===== src/rtl/db_scan_sched_amisha_if.sv =====
// Switch-side bundle for the shared-timer debounce scheduler: raw switch inputs in,
// debounced levels, commit ticks and timer ownership out.
interface db_scan_sched_amisha_if #(
  parameter int NSW   = 4,
  parameter int IDX_W = 2
);
  logic [NSW-1:0]   sw_amisha;
  logic [NSW-1:0]   db_level_amisha;
  logic [NSW-1:0]   db_tick_amisha;
  logic             busy_amisha;
  logic [IDX_W-1:0] owner_amisha;

  modport master (
    output sw_amisha,
    input  db_level_amisha,
    input  db_tick_amisha,
    input  busy_amisha,
    input  owner_amisha
  );

  modport slave (
    input  sw_amisha,
    output db_level_amisha,
    output db_tick_amisha,
    output busy_amisha,
    output owner_amisha
  );
endinterface


===== src/rtl/db_scan_sched_amisha.sv =====
// Debounce scheduler: one down-counter shared round-robin among NSW switches.
// Define DB_SCAN_SYNC_EN to add a two-flop synchronizer on every switch input.
module db_scan_sched_amisha #(
  parameter int NSW    = 4,
  parameter int CNT_W  = 21,
  parameter int DB_CNT = 2097151,
  parameter int IDX_W  = 2
) (
  input  logic                  clk_amisha,
  input  logic                  reset_amisha,
  db_scan_sched_amisha_if.slave bus
);

  typedef enum logic {ST_IDLE, ST_WAIT} state_t;

  state_t           state;
  logic [CNT_W-1:0] cnt;
  logic [IDX_W-1:0] rr_ptr;
  logic [IDX_W-1:0] owner;
  logic [NSW-1:0]   db_level;
  logic [NSW-1:0]   db_tick;
  logic             busy;

  logic [NSW-1:0]   s;
  logic [NSW-1:0]   pend;
  logic             grant_vld;
  logic [IDX_W-1:0] grant_idx;
  logic [IDX_W-1:0] owner_nxt;

`ifdef DB_SCAN_SYNC_EN
  logic [NSW-1:0] sync_p0;
  logic [NSW-1:0] sync_p1;

  // Synchronizer stages p0 -> p1
  always_ff @(posedge clk_amisha) begin
    if (reset_amisha) begin
      sync_p0 <= '0;
      sync_p1 <= '0;
    end else begin
      sync_p0 <= bus.sw_amisha;
      sync_p1 <= sync_p0;
    end
  end

  assign s = sync_p1;
`else
  assign s = bus.sw_amisha;
`endif

  assign pend = s ^ db_level;

  // First pending switch at or after rr_ptr, wrapping at NSW.
  always_comb begin
    int j;
    logic [IDX_W-1:0] cand;
    grant_vld = 1'b0;
    grant_idx = '0;
    j         = 0;
    cand      = '0;
    for (int k = 0; k < NSW; k++) begin
      j = int'(rr_ptr) + k;
      if (j >= NSW) j = j - NSW;
      cand = IDX_W'(j);
      if (!grant_vld && pend[cand]) begin
        grant_vld = 1'b1;
        grant_idx = cand;
      end
    end
  end

  assign owner_nxt = (int'(owner) == NSW - 1) ? '0 : owner + 1'b1;

  always_ff @(posedge clk_amisha) begin
    if (reset_amisha) begin
      state    <= ST_IDLE;
      cnt      <= '0;
      rr_ptr   <= '0;
      owner    <= '0;
      db_level <= '0;
      db_tick  <= '0;
      busy     <= 1'b0;
    end else begin
      db_tick <= '0;
      unique case (state)
        ST_IDLE: begin
          if (grant_vld) begin
            owner <= grant_idx;
            cnt   <= CNT_W'(DB_CNT);
            state <= ST_WAIT;
            busy  <= 1'b1;
          end
        end
        ST_WAIT: begin
          if (s[owner] == db_level[owner]) begin
            // Owner bounced back before the count expired: release the timer untouched.
            state  <= ST_IDLE;
            busy   <= 1'b0;
            cnt    <= '0;
            rr_ptr <= owner_nxt;
          end else if (cnt != '0) begin
            cnt <= cnt - 1'b1;
          end else begin
            db_level[owner] <= ~db_level[owner];
            if (!db_level[owner]) db_tick[owner] <= 1'b1;
            rr_ptr <= owner_nxt;
            state  <= ST_IDLE;
            busy   <= 1'b0;
          end
        end
        default: state <= ST_IDLE;
      endcase
    end
  end

  assign bus.db_level_amisha = db_level;
  assign bus.db_tick_amisha  = db_tick;
  assign bus.busy_amisha     = busy;
  assign bus.owner_amisha    = owner;

endmodule


===== src/flat_wrapper.sv =====
// flat-port wrapper written by rule: the top's interface ports become plain ports
module db_scan_sched_amisha_flat 
#(
  parameter int NSW    = 4,
  parameter int CNT_W  = 21,
  parameter int DB_CNT = 2097151,
  parameter int IDX_W  = 2
)
  (clk_amisha, reset_amisha, bus_sw_amisha, bus_db_level_amisha, bus_db_tick_amisha, bus_busy_amisha, bus_owner_amisha);
  db_scan_sched_amisha_if #(.NSW(NSW), .IDX_W(IDX_W)) bus_i ();
  input  logic clk_amisha;
  input  logic reset_amisha;
  input wire logic [$bits(bus_i.sw_amisha)-1:0] bus_sw_amisha;
  output wire logic [$bits(bus_i.db_level_amisha)-1:0] bus_db_level_amisha;
  output wire logic [$bits(bus_i.db_tick_amisha)-1:0] bus_db_tick_amisha;
  output wire logic [$bits(bus_i.busy_amisha)-1:0] bus_busy_amisha;
  output wire logic [$bits(bus_i.owner_amisha)-1:0] bus_owner_amisha;
  assign bus_i.sw_amisha = bus_sw_amisha;
  assign bus_db_level_amisha = bus_i.db_level_amisha;
  assign bus_db_tick_amisha = bus_i.db_tick_amisha;
  assign bus_busy_amisha = bus_i.busy_amisha;
  assign bus_owner_amisha = bus_i.owner_amisha;
  db_scan_sched_amisha #(.NSW(NSW), .CNT_W(CNT_W), .DB_CNT(DB_CNT), .IDX_W(IDX_W)) u_core (.clk_amisha(clk_amisha), .reset_amisha(reset_amisha), .bus(bus_i));
endmodule

===== config.mk =====
export PLATFORM = sky130hd
export DESIGN_NAME = db_scan_sched_amisha_flat
export DESIGN_NICKNAME = d
export VERILOG_FILES = /design/src/rtl/db_scan_sched_amisha_if.sv /design/src/rtl/db_scan_sched_amisha.sv /design/src/flat_wrapper.sv
export SDC_FILE = /design/constraint.sdc
export NUM_CORES = 1
export LEC_CHECK = 0
export ABC_CLOCK_PERIOD_IN_PS = 4910
export CAP_MARGIN = 10
export CORE_AREA = 2 2 58 82
export DETAILED_ROUTE_END_ITERATION = 8
export DIE_AREA = 0 0 60 84
export PLACE_DENSITY_LB_ADDON = 0.1
export SYNTH_ARGS = -nofsm -noshare
export SYNTH_HDL_FRONTEND = slang
export SYNTH_SLANG_ARGS = --single-unit

===== constraint.sdc =====
create_clock -name clk_amisha -period 4.91 [get_ports clk_amisha]
set_clock_uncertainty 0.1 [all_clocks]
set_input_delay 0.982 -clock clk_amisha [delete_from_list [all_inputs] [get_ports clk_amisha]]
set_output_delay 0.982 -clock clk_amisha [all_outputs]
set_load 0.03 [all_outputs]

* Word-level counts from Yosys, hierarchy flattened *
Index checks and enable logic that the tools add are counted.

storage, ports and cells
  output and inout bits = 11
  input port bits = 6
  logic and storage cells = 93
  register bits = 35

operators by class
  eq/ne operators = 6
  reductions and logical operators = 14
  bitwise gates (word level) = 5
  $add $sub $neg = 9
  mux-type cells = 42
  order comparisons = 10

operator list
  cell                                                                                  count
  21-bit two-way mux                                                                    3
  21-bit case mux with 2 select lines                                                   1
  2-bit two-way mux                                                                     11
  21-bit nonzero test                                                                   1
  21-bit by 1-bit subtractor with 21-bit output (second input constant)                 1
  1-bit two-way mux                                                                     17
  2-bit by 3-bit < comparator with 1-bit output (second input constant)                 5
  1-bit binary-select mux with 2-bit select                                             6
  3-bit greater-or-equal comparator (second input constant)                             3
  2-bit AND reduction                                                                   4
  2-bit by 1-bit subtractor with 2-bit output (second input constant)                   4
  2-bit by 2-bit adder with 3-bit output (second input constant)                        2
  3-bit != test (second input constant)                                                 2
  5-bit OR reduction                                                                    1
  4-bit bitwise mux                                                                     1
  1-bit logical AND                                                                     4
  2-bit by 1-bit != test with 1-bit output (second input constant)                      2
  1-bit NOT                                                                             4
  1-bit case mux with 2 select lines                                                    2
  4-bit bitwise XOR                                                                     1
  2-bit by 1-bit adder with 3-bit output (second input constant)                        1
  2-bit by 3-bit greater-or-equal comparator with 1-bit output (second input constant)  1
  1-bit zero test                                                                       3
  3-bit AND reduction                                                                   1
  other kinds (5)                                                                       5

* Longest topological paths before layout *
Gate-level depths: netlist (run 1).

  depth in word-level cells = 16
  mapped depth = 8
  depth with buffers taken out = 7

* Worst setup path after synthesis (run 1) *
OpenSTA, ideal clock, no wires.

  kind = input -> register
  start = input bus_sw_amisha[1]
  end = register u_core.cnt[12]
  slack = 2.241 ns
  arrival time = 2.481 ns
  required time = 4.722 ns
  stages = 6
  cells stage by stage = xor2_1 mux4_2 a32oi_4 buf_6 a21oi_1 a311oi_2

between the ends
  longest elaborated chain between the ends = 15
  elaborated cells on any way between the ends = 27

RTL lines
  element                                                    line                         text
  from (decl)                                                flat_wrapper.sv:13           input wire logic [$bits(bus_i.sw_amisha)-1:0] bus_sw_amisha;
  4-bit bitwise XOR                                          db_scan_sched_amisha.sv:50   assign pend = s ^ db_level;
  1-bit binary-select mux with 2-bit select                  db_scan_sched_amisha.sv:64   if (!grant_vld && pend[cand]) begin
  1-bit two-way mux (implied by the code)                    db_scan_sched_amisha.sv:64
  1-bit two-way mux                                          db_scan_sched_amisha.sv:64
  1-bit zero test                                            db_scan_sched_amisha.sv:64
  1-bit logical AND                                          db_scan_sched_amisha.sv:64
  1-bit two-way mux                                          db_scan_sched_amisha.sv:64
  1-bit zero test                                            db_scan_sched_amisha.sv:64
  1-bit logical AND                                          db_scan_sched_amisha.sv:64
  1-bit two-way mux                                          db_scan_sched_amisha.sv:64
  1-bit zero test                                            db_scan_sched_amisha.sv:64
  1-bit logical AND                                          db_scan_sched_amisha.sv:64
  1-bit two-way mux                                          db_scan_sched_amisha.sv:64
  2-bit by 1-bit != test with 1-bit output (no source line)  n/a
  2-bit AND reduction (no source line)                       n/a
  to (signal assigned)                                       db_scan_sched_amisha.sv:88   cnt <= CNT_W'(DB_CNT);
  to (signal assigned)                                       db_scan_sched_amisha.sv:101  cnt <= cnt - 1'b1;
  to (decl)                                                  db_scan_sched_amisha.sv:17   logic [CNT_W-1:0] cnt;

Parallel ways exist; a longest one is shown, timed or not. The select of a mux whose other input is x is not followed.
A chain may end at the register's enable or synchronous reset.

* Worst setup path after layout (run 1) *
Ends and elaborated chain as after synthesis.

==> reports/metrics.yaml, run 1 <==
clock_tree:
  cts_tree: "yes"
  root_buffer: "clkbuf_8"
  numCtsBuffers: 5
  cts_setup_buffers: 0
  cts.sinks: 35
  clk_path_buf_depth: 2
  clkLatencyLatePin_ps: 300
  cts_resized: 0
  cts.clk_slew.worst_paths_ps: 80
  htreeDepth: 2
  cts_hold_buffers: 0
placement:
  dp_hpwl_um: 3470
  gp_congestion: 0.782
  port-buffer-count: 16
  dpl_cell_area_mm2: 0.00224
  pre_cts_slack_ps: 1300
final_layout:
  insertedDiodeCount: 0
  area_growth_pct: 10.9
  final_area_mm2: 0.00233
  nNetsFinal: 256
  layout-drive-gt1-share_pct: 13.5
sta:
  final_max_slew_viol_count: 0
  worst_pin_slew_ps: 794
  rsz0062_at_grt: "false"
  fin_ws_ps: 1600
  min_period_ps: 3310
  fin_crit_sh_pct: 67.5
  setup-violations-final: 0
  timing.slew.headroom_pct: 46.5
  setup_tns_ps: 0
  fmax_mhz: 302
  hold_viol_final: 0
floorplanning:
  chipHeight_um: 84
  ios: 17
  start_util_pct: 48.0
  die_w_um: 60
  placementRows: 29
  core_area_mm2: 0.00439
  die_area_mm2: 0.00504
power:
  powerDensity_mw_per_mm2: 314
  p_leak_nw: 0.819
  ir_worst_vdd_mv: 0.180
worst_setup_path:
  crit_path_start_kind: "primary input"
  cp_slowest_cell: "a32oi_4"
  cp_cell_sequence: "clkdlybuf4s50_1 > xor2_1 > mux4_2 > a32oi_4 > a21oi_1 > a311oi_2"
  critPathBufInv: 1
  critPathCaptureType: "flip-flop"
  cp_max_fo: 22
  worstPathRequired_ps: 5030
  arrival_ps: 3430
  slowest_delay_ps: 740
  crit_family: "compound AO/OA/AOI/OAI gates"
  crit_type: "primary input to flip-flop"
logic_synthesis:
  yosysWarnings: 0
  synth_edf_count: 0
  async_flop_share_pct: 0
  ys_ff_latch: 35
  synth_sequential_area_ratio_pct: 33.3
  syn_area_per_cell_um2: 9.16
  ys.flop_type: "dfxtp_1"
  syn_nets: 242
  ys_types: 53
  netlist_instances: 230
  syn_area_mm2: 0.00211
routing:
  via_count: 1829
  viasPerCell: 5.96
  drt-wirelength-per-cell_um: 16.0
  drtAntennaViolNets: 0
  drt_iter0_drc: 90
  totalWireLength_um: 4930
  drt-pass1-iter-count: 4
  drc: 0
grt:
  antenna_found_initial: 0
  grt_remaining_overflow: 0
  gr-usage-all-layers_pct: 20.7
  grt_pass1_vias: 1697
  grt_pass1_wl_um: 8120
  grt_max_degree: 26
flow_run:
  cap_violations: 0
outcome:
  status: "finished clean"
worst_hold_path:
  hold_path.class: "flip-flop to flip-flop"
## cell usage in the layout (no fill, tap or decap), drive strengths merged, types with 5 or more instances in the layout
cell type and count:
inv 9, dfxtp 35, o21ai 13, nand3 6, ha 6, a21oi 23, a211oi 6, clkdlybuf4s50 16
clkbuf 5, a311oi 12, nor3 11, nor4 8, nor2 28, o31ai 5, nand2 11
## stage by stage
| stage | power (mW) | utilization (%) | hold slack, ps | std cells |
|---|---|---|---|---|
| after floorplan | 0.482 | - | 354 | 230 |
| after global placement | 0.515 | 51.0 | 380 | 299 |
| after detailed placement | 0.516 | 51.0 | 384 | 299 |
| after CTS | 0.734 | 53.2 | 402 | 307 |
| after global routing | 0.770 | 53.2 | 423 | 307 |
| final | 0.732 | 53.2 | 401 | 307 |
## final timing paths
| path | start | endpoint | slack [ps] | cells past startpoint |
|---|---|---|---|---|
| min reg2reg | u_core.bus.busy_amisha$_SDFFE_PP0P_ | u_core.bus.busy_amisha$_SDFFE_PP0P_ | 400 | 2 |
| max | bus_sw_amisha[1] | u_core.cnt[12]$_SDFFE_PP0P_ | 1600 | 6 |
| max reg2reg | u_core.bus.owner_amisha[1]$_SDFFE_PP0P_ | u_core.cnt[12]$_SDFFE_PP0P_ | 2350 | 5 |
| min | u_core.bus.busy_amisha$_SDFFE_PP0P_ | u_core.bus.busy_amisha$_SDFFE_PP0P_ | 400 | 2 |
## synth_stat cells (5+ instances only)
library cell	number	area share [%]
nand2_1	11	2.0
nor2_1	28	5.0
nor3_1	10	2.4
dfxtp_1	35	33
nand3_1	6	1.4
o31ai_1	5	1.8
a311oi_1	9	3.7
a21oi_1	19	4.5
ha_1	6	3.6
inv_1	9	1.6
nor4_1	5	1.5
o21ai_0	11	2.6
## layer usage
layer  wire (µm)  global-route usage [%]
met5           0                       0
met4          97                    7.27
met3         186                    3.26
met2        2560                    35.3
met1        2080                    25.4
## layout make-up
cell class	instances	area (µm²)
Inverter	10	37.5
Clock buffer	5	68.8
Fill cell	410	2060
Timing Repair Buffer	18	175
Clock inverter	3	25.0
Sequential cell	35	701
Tap cell	62	77.6
Multi-Input combinational cell	174	1250
## power by group
group	total [mW]	internal, mW	switching, mW
logic	0.162	0.0673	0.0951
registers	0.348	0.310	0.0376
clock network	0.222	0.101	0.120
## flip-flops by register name, summed over array words and instances, names as in the netlist
signal	cells
u_core.bus.busy_amisha	1
u_core.bus.db_level_amisha	4
u_core.bus.db_tick_amisha	4
u_core.bus.owner_amisha	2
u_core.cnt	21
u_core.rr_ptr	2
u_core.state	1
## cells by family (layout without fill, tap and decap cells)
group,count (synthesis),in the layout,synth area share [%]
and+or+nand+nor,78,78,20.1
AOI/OAI and AO/OA,76,76,26.9
DFF,35,35,33.3
buffers and inverters,21,36,7.37
xor gates and xnor gates,8,8,3.33
adders and majority gates,6,6,3.56
muxes,6,6,5.41
## worst min-delay path, delay by kind of cell, from the launching register on
family,cells,cell delay [ps]
flip-flops,1,320
AND/OR/NAND/NOR,2,150
No activity file was read; power rests on OpenSTA's default activity.
==> inputs of run 2 (changes only) <==
--- a/config.mk
+++ b/config.mk
@@ -5,7 +5,7 @@
 export SDC_FILE = /design/constraint.sdc
 export NUM_CORES = 1
 export LEC_CHECK = 0
-export ABC_CLOCK_PERIOD_IN_PS = 4910
+export ABC_CLOCK_PERIOD_IN_PS = 3100
 export CAP_MARGIN = 10
 export CORE_AREA = 2 2 58 82
 export DETAILED_ROUTE_END_ITERATION = 8
==> constraint.sdc (replaced) <==
create_clock -name clk_amisha -period 3.1 [get_ports clk_amisha]
set_clock_uncertainty 0.1 [all_clocks]
set_input_delay 0.62 -clock clk_amisha [delete_from_list [all_inputs] [get_ports clk_amisha]]
set_output_delay 0.62 -clock clk_amisha [all_outputs]
set_load 0.03 [all_outputs]
==> run 2 against run 1 <==
Compared with the run above:
- global-route usage rose by 1.3 points
- non-clock buffer count rose by 4
- sequential cell count did not move
- combinational power rose by 62%
- critical path depth rose by 1
- register-to-register slack got worse by 1600 ps
==> reports/metrics.yaml, run 2 (synthesis gave the netlist of run 1 again) <==
final_layout:
  area_growth_pct: 14.9
  regMostFlops: "u_core.cnt"
  final_area_mm2: 0.00242
  final_common_cell: "dfxtp_1"
  insertedDiodeCount: 0
  nNetsFinal: 260
  layout-drive-gt1-share_pct: 14.9
  largest_reg_flops: 21
  final_cell_mix: "35 x dfxtp_1, 28 x nor2_1, 19 x a21oi_1"
floorplanning:
  ios: 17
  start_util_pct: 48.0
  die_w_um: 60
  placementRows: 29
  chipHeight_um: 84
  core_area_mm2: 0.00439
  die_area_mm2: 0.00504
clock_tree:
  cts_resized: 0
  cts_setup_buffers: 0
  htreeDepth: 2
  cts_tree: "yes"
  numCtsBuffers: 5
  clk_path_buf_depth: 2
  root_buffer: "clkbuf_8"
  cts.sinks: 35
  clkLatencyLatePin_ps: 290
  cts_hold_buffers: 0
  cts.clk_slew.worst_paths_ps: 80
routing:
  drt_iter0_drc: 96
  drtAntennaViolNets: 0
  drt-pass1-iter-count: 4
  drt-wirelength-per-cell_um: 15.9
  viasPerCell: 5.77
  totalWireLength_um: 4940
  via_count: 1796
  drc: 0
grt:
  grt_remaining_overflow: 0
  grt_pass1_vias: 1797
  grt.met3_usage_pct: 4.19
  top_usage_layer: "met2"
  grt_pass1_wl_um: 8520
  grt_max_degree: 24
  use_met1_pct: 25.3
  antenna_found_initial: 0
  use_met2_pct: 38.5
  gr-usage-all-layers_pct: 22.0
worst_hold_path:
  min_to: "u_core.bus.busy_amisha$_SDFFE_PP0P_"
  hold_path.class: "flip-flop to flip-flop"
  hold_depth: 2
  hp-start: "u_core.bus.busy_amisha$_SDFFE_PP0P_"
worst_setup_path:
  critPathCaptureType: "flip-flop"
  worstPathRequired_ps: 3210
  arrival_ps: 2720
  rrSetupSlack_ps: 740
  cp_slowest_cell: "mux4_2"
  slowest_delay_ps: 590
  crit_start: "bus_sw_amisha[1]"
  r2r-end: "u_core.bus.db_level_amisha[3]$_SDFFE_PP0P_"
  critPathBufInv: 2
  cp_cell_sequence: "clkdlybuf4s50_1 > xor2_1 > mux4_2 > a32oi_4 > buf_12 > a21oi_1 > a311oi_2"
  crit_type: "primary input to flip-flop"
  crit_path_start_kind: "primary input"
  crit-reg2reg-launch: "u_core.cnt[9]$_SDFFE_PP0P_"
  cp_max_fo: 22
  reg2regPathDepth: 5
  crit_family: "buffers and inverters"
sta:
  fin_ws_ps: 489
  hold_viol_final: 0
  final_max_slew_viol_count: 0
  setup-violations-final: 0
  rsz0062_at_grt: "false"
  fin_crit_sh_pct: 84.2
  min_period_ps: 2610
  fmax_mhz: 383
  timing.slew.headroom_pct: 45.2
  setup_tns_ps: 0
  worst_pin_slew_ps: 815
placement:
  pre_cts_slack_ps: 196
  gp_congestion: 0.797
  port-buffer-count: 16
  dpl_cell_area_mm2: 0.00228
  dp_hpwl_um: 3650
outcome:
  status: "finished clean"
flow_run:
  cap_violations: 0
power:
  p_leak_nw: 0.863
  powerDensity_mw_per_mm2: 543
  ir_worst_vdd_mv: 0.242
[run 2: changes by cell type in the layout (fill, tap and decap cells not counted), sizes merged]
cell    previous run  this run
buf                2         6
bufinv             0         2
clkinv             3         1
[run 2: layout make-up]
class                           count  area [µm²]
Clock buffer                        5        68.8
Multi-Input combinational cell    174        1250
Inverter                           10        37.5
Tap cell                           62        77.6
Clock inverter                      3        67.6
Fill cell                         413        1970
Sequential cell                    35         701
Timing Repair Buffer               22         218
[run 2: worst max-delay path by stage]
stage	cells after the start	slack (ps)	end
after floorplan	6	790	u_core.cnt[12]$_SDFFE_PP0P_
after global routing	7	380	u_core.cnt[17]$_SDFFE_PP0P_
after CTS	7	480	u_core.cnt[12]$_SDFFE_PP0P_
after detailed placement	7	200	u_core.cnt[12]$_SDFFE_PP0P_
after global placement	7	250	u_core.cnt[12]$_SDFFE_PP0P_
final	7	490	u_core.cnt[12]$_SDFFE_PP0P_
[run 2: worst register-to-register path, cell delays in order (launching register included)]
cell,delay (ps)
dfxtp_1,400
nor4_2,490
nand4_1,400
nor3_4,490
a21oi_1,130
a311oi_1,260
[run 2: stage by stage]
stage / power, mW / cells / util (%) / hold WS (ps)
floorplan: 0.763 / 230 / - / 354
global placement: 0.822 / 303 / 52.0 / 375
detailed placement: 0.825 / 303 / 52.0 / 386
CTS: 1.32 / 311 / 55.1 / 396
global route: 1.38 / 311 / 55.1 / 425
finish: 1.31 / 311 / 55.1 / 395
[run 2: power by group]
| group | total, mW | leakage [nW] | internal [mW] | switching [mW] |
|---|---|---|---|---|
| clock | 0.497 | 0.0644 | 0.321 | 0.176 |
| combinational | 0.263 | 0.509 | 0.111 | 0.152 |
| sequential | 0.553 | 0.290 | 0.492 | 0.0614 |
[run 2: per-layer routing]
layer	vias up	wire [µm]	part of all wire (%)
li1	910	-	-
met1	845	2070	42
met2	33	2650	54
met3	8	134	2.7
met4	0	89	1.8
met5	-	0	0
